[config.mk]
export PLATFORM = sky130hd
export DESIGN_NAME = spi_flash_frame_loader
export DESIGN_NICKNAME = d
export VERILOG_FILES = /design/src/rtl/flash_loader_pkg.sv /design/src/rtl/spi_shift_engine.sv /design/src/rtl/spi_flash_frame_loader.sv
export SDC_FILE = /design/constraint.sdc
export NUM_CORES = 1
export LEC_CHECK = 0
export ABC_AREA = 1
export CAP_MARGIN = 20
export CORE_MARGIN = 5
export CORE_UTILIZATION = 45
export CTS_BUF_LIST = sky130_fd_sc_hd__clkbuf_2
export DETAILED_ROUTE_END_ITERATION = 12
export GPL_ROUTABILITY_DRIVEN = 0
export PLACE_DENSITY_LB_ADDON = 0.25
export SLEW_MARGIN = 15
export SYNTH_ARGS = -nofsm -noshare
export SYNTH_HDL_FRONTEND = slang
export SYNTH_SLANG_ARGS = --single-unit
[constraint.sdc]
create_clock -name clk -period 9.6 [get_ports clk]
set_input_delay 1.44 -clock clk [delete_from_list [all_inputs] [get_ports clk]]
set_output_delay 1.44 -clock clk [all_outputs]
set_load 0.05 [all_outputs]
[src/rtl/flash_loader_pkg.sv]
// Shared types and constants for the SPI flash frame loader: FSM encoding,
// flash opcodes and the byte-pair to RGB444 packing rule.
package flash_loader_pkg;

  typedef enum logic [2:0] {
    ST_IDLE,
    ST_PRE,
    ST_GAP,
    ST_CMD,
    ST_RD_HI,
    ST_RD_LO,
    ST_WR,
    ST_FIN
  } state_e;

  localparam logic [7:0] CMD_READ    = 8'h03;
  localparam logic [7:0] CMD_RELEASE = 8'hFF;

  // The low nibble of the second byte is padding in the packed frame format.
  function automatic logic [11:0] pack_rgb444(input logic [7:0] hi, input logic [7:0] lo);
    return {hi, lo[7:4]};
  endfunction

endpackage

[src/rtl/spi_shift_engine.sv]
// SPI mode-0 shifter: SCK_HALF clock divider plus an 8/32-bit MSB-first
// transmit/receive shift register. Optional tail keeps the clock low for one
// extra half period after the last falling edge so CS may rise safely.
module spi_shift_engine #(
  parameter int SCK_HALF = 2
) (
  input  logic        clk,
  input  logic        rst,
  input  logic        start_i,
  input  logic        abort_i,
  input  logic        len32_i,
  input  logic        tail_i,
  input  logic [31:0] tx_data_i,
  input  logic        miso_i,
  output logic        busy_o,
  output logic        done_o,
  output logic        sclk_o,
  output logic        mosi_o,
  output logic [7:0]  rx_byte_o
);

  localparam int CW = (SCK_HALF > 1) ? $clog2(SCK_HALF) : 1;

  logic          busy_q;
  logic          sclk_q;
  logic          tail_q;
  logic          in_tail_q;
  logic [CW-1:0] cnt_q;
  logic [5:0]    bits_q;
  logic [31:0]   tx_q;
  logic [7:0]    rx_q;
  logic          tick;

  assign tick = busy_q && (cnt_q == CW'(SCK_HALF - 1));

  // Done is combinational so the caller can chain the next transfer on the
  // very edge this one ends, keeping back-to-back bytes gap-free.
  assign done_o    = tick && (in_tail_q || (sclk_q && (bits_q == 6'd1) && !tail_q));
  assign busy_o    = busy_q;
  assign sclk_o    = sclk_q;
  assign mosi_o    = tx_q[31];
  assign rx_byte_o = rx_q;

  // NOTE: sequential state uses non-blocking assignments so every register
  // samples the pre-edge values of its neighbours, independent of block order.
  always_ff @(posedge clk or posedge rst) begin
    if (rst) begin
      busy_q    <= 1'b0;
      sclk_q    <= 1'b0;
      tail_q    <= 1'b0;
      in_tail_q <= 1'b0;
      cnt_q     <= '0;
      bits_q    <= '0;
      tx_q      <= '0;
      rx_q      <= '0;
    end else if (abort_i) begin
      busy_q    <= 1'b0;
      sclk_q    <= 1'b0;
      in_tail_q <= 1'b0;
      cnt_q     <= '0;
    end else if (start_i) begin
      busy_q    <= 1'b1;
      sclk_q    <= 1'b0;
      tail_q    <= tail_i;
      in_tail_q <= 1'b0;
      cnt_q     <= '0;
      bits_q    <= len32_i ? 6'd32 : 6'd8;
      tx_q      <= len32_i ? tx_data_i : {tx_data_i[7:0], 24'h0};
    end else if (busy_q) begin
      cnt_q <= tick ? '0 : cnt_q + CW'(1);
      if (tick) begin
        if (in_tail_q) begin
          busy_q    <= 1'b0;
          in_tail_q <= 1'b0;
        end else if (!sclk_q) begin
          sclk_q <= 1'b1;
          rx_q   <= {rx_q[6:0], miso_i};
        end else begin
          sclk_q <= 1'b0;
          tx_q   <= {tx_q[30:0], 1'b0};
          bits_q <= bits_q - 6'd1;
          if (bits_q == 6'd1) begin
            if (tail_q) in_tail_q <= 1'b1;
            else        busy_q    <= 1'b0;
          end
        end
      end
    end
  end

endmodule

[src/rtl/spi_flash_frame_loader.sv]
// Loads one RGB444 frame from SPI flash into the panel framebuffer.
// Define FLASH_LOADER_CKSUM_EN to add the 16-bit raw-byte checksum output.
module spi_flash_frame_loader
  import flash_loader_pkg::*;
#(
  parameter int PIXELS       = 2048,
  parameter int FB_AW        = 11,
  parameter int SCK_HALF     = 2,
  parameter int RECOV_CYCLES = 1000
) (
  input  logic             clk,
  input  logic             rst,
  input  logic             start,
  input  logic             abort,
  input  logic [23:0]      base_addr,
  output logic             busy,
  output logic             done,
  output logic             spi_cs,
  output logic             spi_clk,
  output logic             spi_mosi,
  input  logic             spi_miso,
  output logic             fb_we,
  output logic [FB_AW-1:0] fb_addr,
  output logic [11:0]      fb_wdata
`ifdef FLASH_LOADER_CKSUM_EN
  ,
  output logic [15:0]      cksum
`endif
);

  localparam int GW = $clog2(RECOV_CYCLES + 1);

  state_e           state_q, state_d;
  logic [23:0]      addr_q, addr_d;
  logic [FB_AW-1:0] pix_q, pix_d;
  logic [7:0]       byte0_q, byte0_d;
  logic [11:0]      wdata_q, wdata_d;
  logic [GW-1:0]    gap_q, gap_d;

  logic        eng_start, eng_abort, eng_len32, eng_tail;
  logic [31:0] eng_tx;
  logic        eng_busy, eng_done, eng_sclk, eng_mosi;
  logic [7:0]  eng_rx;

`ifdef FLASH_LOADER_CKSUM_EN
  logic [15:0] sum_q, sum_d;
  assign cksum = sum_q;
`endif

  spi_shift_engine #(.SCK_HALF(SCK_HALF)) u_engine (
    .clk       (clk),
    .rst       (rst),
    .start_i   (eng_start),
    .abort_i   (eng_abort),
    .len32_i   (eng_len32),
    .tail_i    (eng_tail),
    .tx_data_i (eng_tx),
    .miso_i    (spi_miso),
    .busy_o    (eng_busy),
    .done_o    (eng_done),
    .sclk_o    (eng_sclk),
    .mosi_o    (eng_mosi),
    .rx_byte_o (eng_rx)
  );

  assign eng_abort = abort && (state_q != ST_IDLE);

  always_ff @(posedge clk or posedge rst) begin
    if (rst) begin
      state_q <= ST_IDLE;
      addr_q  <= '0;
      pix_q   <= '0;
      byte0_q <= '0;
      wdata_q <= '0;
      gap_q   <= '0;
`ifdef FLASH_LOADER_CKSUM_EN
      sum_q   <= '0;
`endif
    end else begin
      state_q <= state_d;
      addr_q  <= addr_d;
      pix_q   <= pix_d;
      byte0_q <= byte0_d;
      wdata_q <= wdata_d;
      gap_q   <= gap_d;
`ifdef FLASH_LOADER_CKSUM_EN
      sum_q   <= sum_d;
`endif
    end
  end

  // NOTE: every signal driven here gets a default first; a path that leaves
  // one unassigned would infer a latch.
  always_comb begin
    state_d   = state_q;
    addr_d    = addr_q;
    pix_d     = pix_q;
    byte0_d   = byte0_q;
    wdata_d   = wdata_q;
    gap_d     = gap_q;
    eng_start = 1'b0;
    eng_len32 = 1'b0;
    eng_tail  = 1'b0;
    eng_tx    = '0;
`ifdef FLASH_LOADER_CKSUM_EN
    sum_d     = sum_q;
`endif

    case (state_q)
      ST_IDLE: begin
        if (start && !abort) begin
          addr_d    = base_addr;
          pix_d     = '0;
          eng_start = 1'b1;
          eng_tail  = 1'b1;
          eng_tx    = {24'h0, CMD_RELEASE};
          state_d   = ST_PRE;
`ifdef FLASH_LOADER_CKSUM_EN
          sum_d     = '0;
`endif
        end
      end
      ST_PRE: begin
        if (eng_done) begin
          gap_d   = '0;
          state_d = ST_GAP;
        end
      end
      ST_GAP: begin
        if (gap_q == GW'(RECOV_CYCLES - 1)) begin
          eng_start = 1'b1;
          eng_len32 = 1'b1;
          eng_tx    = {CMD_READ, addr_q};
          state_d   = ST_CMD;
        end else begin
          gap_d = gap_q + GW'(1);
        end
      end
      ST_CMD: begin
        if (eng_done) begin
          eng_start = 1'b1;
          state_d   = ST_RD_HI;
        end
      end
      ST_RD_HI: begin
        if (eng_done) begin
          byte0_d   = eng_rx;
          eng_start = 1'b1;
          // The last byte of the frame needs a trailing low half before CS rises.
          eng_tail  = (pix_q == FB_AW'(PIXELS - 1));
          state_d   = ST_RD_LO;
`ifdef FLASH_LOADER_CKSUM_EN
          sum_d     = sum_q + {8'h0, eng_rx};
`endif
        end
      end
      ST_RD_LO: begin
        if (eng_done) begin
          wdata_d = pack_rgb444(byte0_q, eng_rx);
          state_d = ST_WR;
`ifdef FLASH_LOADER_CKSUM_EN
          sum_d   = sum_q + {8'h0, eng_rx};
`endif
        end
      end
      ST_WR: begin
        if (pix_q == FB_AW'(PIXELS - 1)) begin
          state_d = ST_FIN;
        end else begin
          pix_d     = pix_q + FB_AW'(1);
          eng_start = 1'b1;
          state_d   = ST_RD_HI;
        end
      end
      ST_FIN: begin
        pix_d   = '0;
        state_d = ST_IDLE;
      end
      default: state_d = ST_IDLE;
    endcase

    if (eng_abort) begin
      eng_start = 1'b0;
      pix_d     = '0;
      state_d   = ST_IDLE;
    end
  end

  assign busy     = (state_q != ST_IDLE);
  assign done     = (state_q == ST_FIN);
  assign fb_we    = (state_q == ST_WR);
  assign fb_addr  = pix_q;
  assign fb_wdata = wdata_q;
  assign spi_cs   = !(state_q inside {ST_PRE, ST_CMD, ST_RD_HI, ST_RD_LO, ST_WR});
  assign spi_clk  = eng_sclk;
  assign spi_mosi = eng_busy & eng_mosi;

endmodule

==> results.sh <==
export IMPL_status="finished clean"
export IMPL_tightest_slew_ps=932.0
export IMPL_dieWidth_um=124.1
export IMPL_tns_ps=0
export IMPL_clockBufferDepth=2
export IMPL_nets=839
export IMPL_coreArea_mm2=0.01267
export IMPL_nFillCells=1214
export IMPL_first_global_vias=4839
export IMPL_fp_row_count=41
export IMPL_leakage_nw=3.291
export IMPL_place_ws_ps=4813
export IMPL_vias=5024
export IMPL_yosys_warnings=0
export IMPL_ys_top_cells_by_count="nand2_1 (308), dfrtp_1 (119), inv_1 (65)"
export IMPL_post_cts_buffers=0
export IMPL_crit_fanout=39
export IMPL_endpoint_kind="register"
export IMPL_grt_remaining_overflow=0
export IMPL_yosysMostFrequentCell="nand2_1"
export IMPL_final_setup_skew_ps=43.21
export IMPL_holdBufCountCts=0
export IMPL_synthFlopType="dfrtp_1"
export IMPL_postRouteAntennaNets=0
export IMPL_clock_sinks=119
export IMPL_die_h_um=124.1
export IMPL_initial_core_util=0.4625
export IMPL_fin_ws_ps=5482
export IMPL_final_setup_viol_count=0
export IMPL_r2r_slack_ps=5960
export IMPL_final_area_mm2=0.006731
export IMPL_synth_edf_count=0
export IMPL_yosys_top_cells_area="dfrtp_1 (51%), nand2_1 (20%), o21ai_0 (4.4%), inv_1 (4.2%), nand3_1 (4.0%)"
export IMPL_power_density_mw_per_mm2=219.7
export IMPL_track_usage=0.1872
export IMPL_antenna_found_initial=1
export IMPL_insertion_delay_ps=710
export IMPL_p_total_mw=1.479
export IMPL_crit_required_ps=10240
export IMPL_die_area_mm2=0.01541
export IMPL_final_util=0.5313
export IMPL_firstDrtPassIters=5
export IMPL_crit_arrival_ps=4760
export IMPL_whs_ps=505.2
export IMPL_syn_avg_cell_area_um2=7.711
export IMPL_setup_worst_path_start_class="primary input"
export IMPL_path_clk_slew_ps=190
export IMPL_seq_area_frac_synth=0.5081
export IMPL_post_route_period_util=0.4290
export IMPL_drive_above_1_share=0.07204
export IMPL_finalHoldViolCount=0
export IMPL_synthArstFlopShare=1.000
export IMPL_drt_iter0_drc=402
export IMPL_min_path_type="reg2reg"
export IMPL_relSlewSlack=0.3764
export IMPL_syn_nets=793
export IMPL_ys_ff_latch=119
export IMPL_yosysTopAreaCell="dfrtp_1"
export IMPL_syn_to_final_growth_pct=14.86
export IMPL_top_level_ports=58
export IMPL_cts_made_buffers=17
export IMPL_dp_cells=959
export IMPL_avgViaCountPerCell=5.065
export IMPL_path_class="in2reg"
export IMPL_grt_setup_unrepaired="false"
export IMPL_period_needed_ps=4118
export IMPL_wire_per_inst_um=13.31
export IMPL_ys_types=38
export IMPL_synth_cells=760
export IMPL_htreeDepth=4
export IMPL_drc=0
export IMPL_cts_root_buf="clkbuf_2"
export IMPL_cts_resized=0
export IMPL_cts_tree="built"
export IMPL_placed_area_mm2=0.006487
export IMPL_drv_cap=0
export IMPL_fmax_mhz=242.8
export IMPL_ir_drop_v=0.00009189
export IMPL_grt_pass1_wl_um=22800
export IMPL_synth_top_cell_area_share=0.5081
export IMPL_netlist_area_mm2=0.005861
export IMPL_instances_no_fill=992
export IMPL_maxSlewViolCount=0
export IMPL_routed_wl_um=13200
export IMPL_hpwl_um=8924
export IMPL_port_buffers=57
export IMPL_grt_max_degree=70
## registers in the layout, summed over array words and instances (netlist names)
name,cells
u_engine.tx_q,32
u_engine.in_tail_q,1
u_engine.sclk_o,1
addr_q,24
u_engine.rx_byte_o,8
byte0_q,8
u_engine.bits_q,6
gap_q,10
fb_wdata,12
state_q,3
u_engine.busy_o,1
fb_addr,11
u_engine.tail_q,1
u_engine.cnt_q,1
## kinds of logic (layout without fill, tap and decap cells)
group / Yosys count / in the layout / share of synthesized area
muxes: 1 / 1 / 0.001921
adders and majority gates: 4 / 4 / 0.008540
and+or+nand+nor: 445 / 445 / 0.3196
buffers and inverters: 103 / 162 / 0.07494
other: 0 / 1 / 0
DFF: 119 / 119 / 0.5081
xor gates and xnor gates: 11 / 11 / 0.01644
AOI/OAI and AO/OA: 77 / 77 / 0.07045
## placed cells by master (no fill, tap or decap), types with 3 or more instances in the layout
master and instances:
a21oi_1 4, nand2_2 6, xnor2_1 3, o21ai_0 52, inv_2 5, o22ai_1 5
inv_6 3, or2_2 3, nand4_1 10, clkinvlp_4 5, clkbuf_2 18, nor3_1 21
clkdlybuf4s50_1 57, inv_1 64, xor2_1 8, o21ai_1 8, dfrtp_1 119, nor2_1 41
ha_1 4, nand2_1 308, nand3_2 3, nand3_1 47
## power breakdown
group | internal (mW) | leakage [nW] | switching, mW | total, mW
Combinational | 0.144 | 1.56 | 0.324 | 0.468
Clock | 0.122 | 0.133 | 0.208 | 0.330
Sequential | 0.611 | 1.60 | 0.0699 | 0.681
Total | 0.877 | 3.29 | 0.602 | 1.48
## cell type report
class / count / area (µm²) / area share
Tap cell: 172 / 215.2 / 0.03197
Clock buffer: 18 / 90.09 / 0.01338
Multi-Input combinational cell: 538 / 2444 / 0.3630
Antenna cell: 1 / 2.502 / 0.0003717
Sequential cell: 119 / 2978 / 0.4424
Inverter: 72 / 272.8 / 0.04052
Timing Repair Buffer: 58 / 578.1 / 0.08587
Clock inverter: 14 / 151.4 / 0.02249
## per-layer routing
metal	up-vias	track usage	share of wire
met5	-	0	0
met4	0	0.07050	0.020
met3	26	0.04768	0.045
met2	115	0.2966	0.47
met1	2391	0.2481	0.46
li1	2492	-	-
## worst paths after layout
path / cells after the start / end / start
worst max-delay path: 11 / u_engine.tx_q[27] / abort
worst min-delay path: 2 / u_engine.tx_q[3] / u_engine.tx_q[3]
worst max register to register: 12 / u_engine.tx_q[27] / state_q[0]
worst min register to register: 2 / u_engine.tx_q[3] / u_engine.tx_q[3]
max in group asynchronous: 3 / fb_addr[4] / rst
min in group asynchronous: 2 / u_engine.in_tail_q / rst
## worst max-delay path: stages
cell and delay (ps):
clkdlybuf4s50_1 520, nor2_1 90, nand2_2 320, nand2_1 120
inv_2 80, nand3_4 280, nand2_4 430, nand2_2 530
inv_2 670, nand2_1 110, nand2_1 120
(Power assumes the default switching activity.)
